## src/rtl/div_unit.sv

```systemverilog
// -----------------------------------------------------------------------------
// div_unit
// -----------------------------------------------------------------------------
// Iterative signed/unsigned divider for DIV/DIVU in the EX stage. It uses a
// radix-2 restoring algorithm and produces one quotient bit per clock. The
// pipeline is held through the stall output while a divide is in flight. The
// finished {remainder, quotient} pair is presented for one cycle with ready so
// that HI/LO can be written (HI = remainder, LO = quotient).
//
// Ports
//   clk         in   1        single clock, rising edge
//   rst         in   1        synchronous reset, active-high
//   start       in   1        divide request (decoded DIV/DIVU in EX)
//   signed_div  in   1        1 = DIV (signed), 0 = DIVU; sampled with start
//   annul       in   1        cancel an in-flight divide (EX flush / exception)
//   a           in   WIDTH    dividend (rs)
//   b           in   WIDTH    divisor (rt)
//   stall       out  1        hold IF/ID/EX while a divide is in progress
//   ready       out  1        one-cycle pulse: result valid, write HI/LO
//   result      out  2*WIDTH  {remainder, quotient}; held until next completion
//
// Timing (start accepted in cycle 0)
//   b != 0 : CALC for WIDTH cycles, ready in cycle WIDTH+1
//   b == 0 : ZERO for one cycle,   ready in cycle 2
// -----------------------------------------------------------------------------
module div_unit #(
    parameter int WIDTH = 32
) (
    input  logic                 clk,
    input  logic                 rst,
    input  logic                 start,
    input  logic                 signed_div,
    input  logic                 annul,
    input  logic [WIDTH-1:0]     a,
    input  logic [WIDTH-1:0]     b,
    output logic                 stall,
    output logic                 ready,
    output logic [2*WIDTH-1:0]   result
);

    localparam int CW = (WIDTH > 1) ? $clog2(WIDTH) : 1;
    localparam logic [CW-1:0] LAST_ITER = CW'(WIDTH - 1);

    typedef enum logic [1:0] {
        S_IDLE = 2'd0,
        S_CALC = 2'd1,
        S_ZERO = 2'd2,
        S_DONE = 2'd3
    } state_t;

    // -------------------------------------------------------------------------
    // Arithmetic helpers
    // -------------------------------------------------------------------------

    // Two's complement negation.
    function automatic logic [WIDTH-1:0] neg_val(input logic [WIDTH-1:0] v);
        return (~v) + {{(WIDTH-1){1'b0}}, 1'b1};
    endfunction

    // Negate v when en is set, otherwise pass it through.
    function automatic logic [WIDTH-1:0] cond_neg(input logic [WIDTH-1:0] v,
                                                  input logic             en);
        logic [WIDTH-1:0] r;
        if (en) begin
            r = neg_val(v);
        end else begin
            r = v;
        end
        return r;
    endfunction

    // Magnitude of an operand; only negative values in signed mode change.
    // The most negative value maps onto itself, which is still the correct
    // unsigned magnitude (2^(WIDTH-1)).
    function automatic logic [WIDTH-1:0] mag(input logic [WIDTH-1:0] v,
                                             input logic             is_signed);
        return cond_neg(v, is_signed & v[WIDTH-1]);
    endfunction

    // -------------------------------------------------------------------------
    // State
    // -------------------------------------------------------------------------
    state_t             r_state;
    logic [CW-1:0]      r_count;
    logic [WIDTH-1:0]   r_rem;       // partial remainder
    logic [WIDTH-1:0]   r_quo;       // dividend bits shifting out, quotient bits shifting in
    logic [WIDTH-1:0]   r_divisor;   // |b|
    logic [WIDTH-1:0]   r_dividend;  // original a, returned as remainder on divide-by-zero
    logic               r_neg_q;
    logic               r_neg_r;
    logic               r_ready;
    logic [2*WIDTH-1:0] r_result;

    // -------------------------------------------------------------------------
    // One restoring iteration
    // -------------------------------------------------------------------------
    logic [WIDTH:0]     w_shifted;
    logic [WIDTH:0]     w_trial;
    logic               w_borrow;
    logic [WIDTH-1:0]   w_rem_next;
    logic [WIDTH-1:0]   w_quo_next;
    logic [WIDTH-1:0]   w_rem_final;
    logic [WIDTH-1:0]   w_quo_final;
    logic               w_last;
    logic               w_b_zero;

    // Shift {rem,quo} left, trial-subtract the divisor, keep or restore.
    always_comb begin
        w_shifted = {r_rem, r_quo[WIDTH-1]};
        w_trial   = w_shifted - {1'b0, r_divisor};
        // The shifted remainder is always below 2*divisor and the divisor is
        // below 2^WIDTH, so bit WIDTH of the difference is set exactly when
        // the subtraction borrowed.
        w_borrow  = w_trial[WIDTH];
        if (w_borrow) begin
            w_rem_next = w_shifted[WIDTH-1:0];
        end else begin
            w_rem_next = w_trial[WIDTH-1:0];
        end
        w_quo_next  = {r_quo[WIDTH-2:0], ~w_borrow};
        w_rem_final = cond_neg(w_rem_next, r_neg_r);
        w_quo_final = cond_neg(w_quo_next, r_neg_q);
        w_last      = (r_count == LAST_ITER);
        w_b_zero    = (b == {WIDTH{1'b0}});
    end

    // Pipeline hold: asserted for the accepting cycle and every busy cycle.
    always_comb begin
        stall = 1'b0;
        case (r_state)
            S_IDLE:  stall = start & ~annul;
            S_CALC:  stall = 1'b1;
            S_ZERO:  stall = 1'b1;
            S_DONE:  stall = 1'b0;
            default: stall = 1'b0;
        endcase
    end

    // Divider control FSM with registered ready/result.
    always_ff @(posedge clk) begin
        if (rst) begin
            r_state    <= S_IDLE;
            r_count    <= {CW{1'b0}};
            r_rem      <= {WIDTH{1'b0}};
            r_quo      <= {WIDTH{1'b0}};
            r_divisor  <= {WIDTH{1'b0}};
            r_dividend <= {WIDTH{1'b0}};
            r_neg_q    <= 1'b0;
            r_neg_r    <= 1'b0;
            r_ready    <= 1'b0;
            r_result   <= {(2*WIDTH){1'b0}};
        end else if (annul) begin
            // Drop whatever is in progress; the last result stays visible.
            r_state <= S_IDLE;
            r_count <= {CW{1'b0}};
            r_ready <= 1'b0;
        end else begin
            case (r_state)
                S_IDLE: begin
                    r_ready <= 1'b0;
                    if (start) begin
                        r_rem      <= {WIDTH{1'b0}};
                        r_quo      <= mag(a, signed_div);
                        r_divisor  <= mag(b, signed_div);
                        r_dividend <= a;
                        r_neg_q    <= signed_div & (a[WIDTH-1] ^ b[WIDTH-1]);
                        r_neg_r    <= signed_div & a[WIDTH-1];
                        r_count    <= {CW{1'b0}};
                        if (w_b_zero) begin
                            r_state <= S_ZERO;
                        end else begin
                            r_state <= S_CALC;
                        end
                    end else begin
                        r_state <= S_IDLE;
                    end
                end
                S_CALC: begin
                    r_rem   <= w_rem_next;
                    r_quo   <= w_quo_next;
                    r_ready <= 1'b0;
                    if (w_last) begin
                        // Sign correction is folded into the final write so
                        // the result lands on DONE entry with no extra cycle.
                        r_count  <= {CW{1'b0}};
                        r_result <= {w_rem_final, w_quo_final};
                        r_ready  <= 1'b1;
                        r_state  <= S_DONE;
                    end else begin
                        r_count <= r_count + {{(CW-1){1'b0}}, 1'b1};
                        r_state <= S_CALC;
                    end
                end
                S_ZERO: begin
                    // Defined divide-by-zero result: q = all ones, r = a.
                    r_result <= {r_dividend, {WIDTH{1'b1}}};
                    r_ready  <= 1'b1;
                    r_state  <= S_DONE;
                end
                S_DONE: begin
                    // start is not looked at here; a held start is picked up
                    // in the following IDLE cycle.
                    r_ready <= 1'b0;
                    r_state <= S_IDLE;
                end
                default: begin
                    r_ready <= 1'b0;
                    r_state <= S_IDLE;
                end
            endcase
        end
    end

    assign ready  = r_ready;
    assign result = r_result;

endmodule

```

## config.mk

```make
export PLATFORM = sky130hd
export DESIGN_NAME = div_unit
export DESIGN_NICKNAME = d
export VERILOG_FILES = /design/src/rtl/div_unit.sv
export SDC_FILE = /design/constraint.sdc
export NUM_CORES = 1
export LEC_CHECK = 0
export BUFFER_PORTS_ARGS = -buffer_cell sky130_fd_sc_hd__buf_2
export CAP_MARGIN = 10
export CORE_MARGIN = 1
export CORE_UTILIZATION = 55
export CTS_CLUSTER_DIAMETER = 40
export DETAILED_ROUTE_END_ITERATION = 12
export PLACE_DENSITY_LB_ADDON = 0.2
export SYNTH_ARGS = -nofsm -noshare
export SYNTH_HDL_FRONTEND = slang
export SYNTH_SLANG_ARGS = --single-unit
```

## constraint.sdc

```tcl
create_clock -name clk -period 12.25 [get_ports clk]
set_input_delay 2.45 -clock clk [delete_from_list [all_inputs] [get_ports clk]]
set_output_delay 2.45 -clock clk [all_outputs]
set_load 0.01 [all_outputs]
```

==> reports/results.ini <==
[layout]
layout_common_cells = nand2_1 (268), dfxtp_1 (202), nor2_1 (181)
diodes = 0
drive_above_1_share_pct = 12.5
layout_commonest_cell = nand2_1
area_growth_pct = 14.1
final_area_um2 = 14900
final_nets = 1949
fillers = 2036
layout.cells.non_filler = 2173

[clocking]
numClockSinks = 202
cts_made_buffers = 31
post_cts_buffers = 0
tritoncts = done
cts_resized = 0
hold_buffers = 0
clockBufferDepth = 3
htree_num_levels = 1
clk_pin_slew_ns = 0.06
cts-root-buf = clkbuf_16
clk-insertion-delay-late_ns = 0.57

[floorplan]
placementRows = 55
die_width_um = 156
boundaryPins = 135
coreArea_um2 = 22900
dieArea_um2 = 24300
initial_core_util_pct = 56.9
die_h_um = 156

[grt]
grt_first_pass_wirelength_mm = 62.9
antenna_found_initial = 0
grt_usage_pct = 32.4
grt_overflow = 0
grt_pass1_vias = 11700
grt_max_degree = 111

[logic_synthesis]
syn_avg_cell_area_um2 = 7.37
synth_top_cell_by_area = dfxtp_1
ys_types = 64
synthArstFlopShare_pct = 0
synth-main-ff-cell = dfxtp_1
syn_nets = 1883
synth_edf_count = 0
ys_ff_latch = 202
yosys-top-cells-area = dfxtp_1 (31%), nand2_1 (7.7%), a21oi_1 (6.3%), nor2_1 (5.3%), xnor2_1 (4.6%)
yosysWarnings = 0
synthCells = 1770
synth_seq_area_share_pct = 31.0
synth_top_area_share_pct = 31.0
syn_area_um2 = 13000

[sta]
fin_setup_tns_ns = 0
fin_crit_ns = 6.76
drv_slew = 0
finalHoldViolCount = 0
finalSetupViolCount = 0
clock_skew_ns = 0.0249
rsz0062_at_grt = false
post-route-period-util_pct = 55.2
worst_slew_pin_slew_ns = 1.06
slew_headroom_pct = 28.4
fmax_mhz = 148

[drt]
post_drt_wl_per_cell_um = 18.4
first_iter_violations = 1360
vias = 13200
routed_wl_mm = 40.1
drc_errors = 0
ant_nets = 0
first_pass_iters = 6
vias_per_cell = 6.07

[power]
leakagePower_nw = 5.77
ir_worst_vdd_mv = 0.112
pwr_density_cell_nw_per_um2 = 129

[run]
cap_violations = 0

[setup_path]
crit_required_ns = 12.72
cp-end-kind = flop
critPathKind = reg2reg
start_kind = flop
timing.critical_path.arrival_ns = 7.23
crit_fanout = 38

[place]
dpl-instance-area_um2 = 13800
place_congestion = 0.963
place_hpwl_mm = 28.8
io_buffers = 134
place_inst = 2116

[hold_path]
hp-class = reg2reg

[status]
outcome = completed

-- cell type report --
class,instances,area [um2],share of cell area (%)
timing repair buffer,147,774,5.21
tap,313,392,2.63
clock inverter,20,238,1.60
sequential,202,4040,27.2
multi-input combinational,1396,8380,56.3
inverter,58,218,1.46
clock buffer,37,828,5.57
-- kinds of logic after synthesis --
family                     synth area share, %
AOI/OAI and AO/OA                         24.2
and+or+nand+nor                           23.8
xor gates and xnor gates                  8.87
buffers and inverters                     4.96
adders and majority gates                 4.28
DFF                                       31.0
muxes                                     2.92
-- synthesized netlist by cell type (3+ instances only) --
master	instances
nand2b_1	10
buf_1	8
inv_1	57
a31oi_1	13
nor2b_1	14
o41ai_1	10
xor2_1	63
nand3b_1	18
o21a_1	6
a21boi_0	5
clkbuf_1	105
a311oi_1	10
nor3_1	59
o22ai_1	8
o31a_1	3
and2_1	8
dfxtp_1	202
or4_4	3
nand3_1	20
o31ai_1	23
a211oi_1	74
a2111oi_0	7
ha_1	43
or4_1	9
nand4_1	11
xnor2_1	69
o21ai_0	108
or2_2	6
and3_1	8
mux2i_1	29
nor2_1	184
a21oi_1	165
o211ai_1	18
nor3b_1	4
nand2_1	268
a22oi_1	20
mux2_2	8
or3_1	33
nor4_1	14
a21o_1	15
-- worst max-delay path, stage by stage, from the launching register on --
cell,delay (ns)
dfxtp_1,0.34
inv_1,0.07
ha_1,0.16
inv_1,0.07
fa_1,0.41
a211oi_1,0.37
o211ai_1,0.28
a211oi_1,0.56
nor4_1,0.19
o21a_1,0.37
nor2_2,0.47
inv_1,0.11
buf_4,0.29
a21oi_1,0.30
ha_1,0.27
nand2_1,0.06
or3_1,0.32
or4_1,0.44
nor4_1,0.25
a31oi_1,0.18
o41ai_1,0.65
nor3_1,0.09
a31o_2,0.24
o41ai_1,0.21
-- path summary, 6_finish.rpt --
path                       start        endpoint  slack (ns)  depth (start not counted)
setup / recovery       r_quo[31]      result[60]        5.49                         23
hold / removal    r_dividend[13]  r_dividend[13]        0.45                          2
setup reg to reg       r_quo[31]      result[60]        5.49                         23
hold reg to reg   r_dividend[13]  r_dividend[13]        0.45                          2
-- power by group --
part | switching [W] | total (W) | internal (W)
clock | 0.000347 | 0.000901 | 0.000555
sequential | 0.0000192 | 0.000699 | 0.000680
combinational | 0.000204 | 0.000314 | 0.000110
total | 0.000570 | 0.00191 | 0.00134
-- metal layers --
metal	part of all wire, %	wire, um	GRT usage [%]
met1	47	18700	47.5
met2	43	17400	48.4
met4	1.5	613	7.56
met5	0	0	0
met3	8.5	3390	6.22
-- flip-flops by register name, indices dropped and copies added, names as in the netlist, 2 cells and up --
register	flops
r_rem	32
r_count	5
r_divisor	32
result	64
r_dividend	32
r_state	2
r_quo	32
-- through the flow --
step	hold slack (ns)	worst slack, ns	power (W)	util, %
after floorplan	0.431	6.24	0.000923	-
after global placement	0.441	5.84	0.00101	60.3
after detailed placement	0.444	5.65	0.00102	60.3
after CTS	0.451	5.64	0.00191	64.9
after global routing	0.466	5.09	0.00198	64.9
final	0.454	5.49	0.00191	64.9
Power figures use the tool's default switching activity.
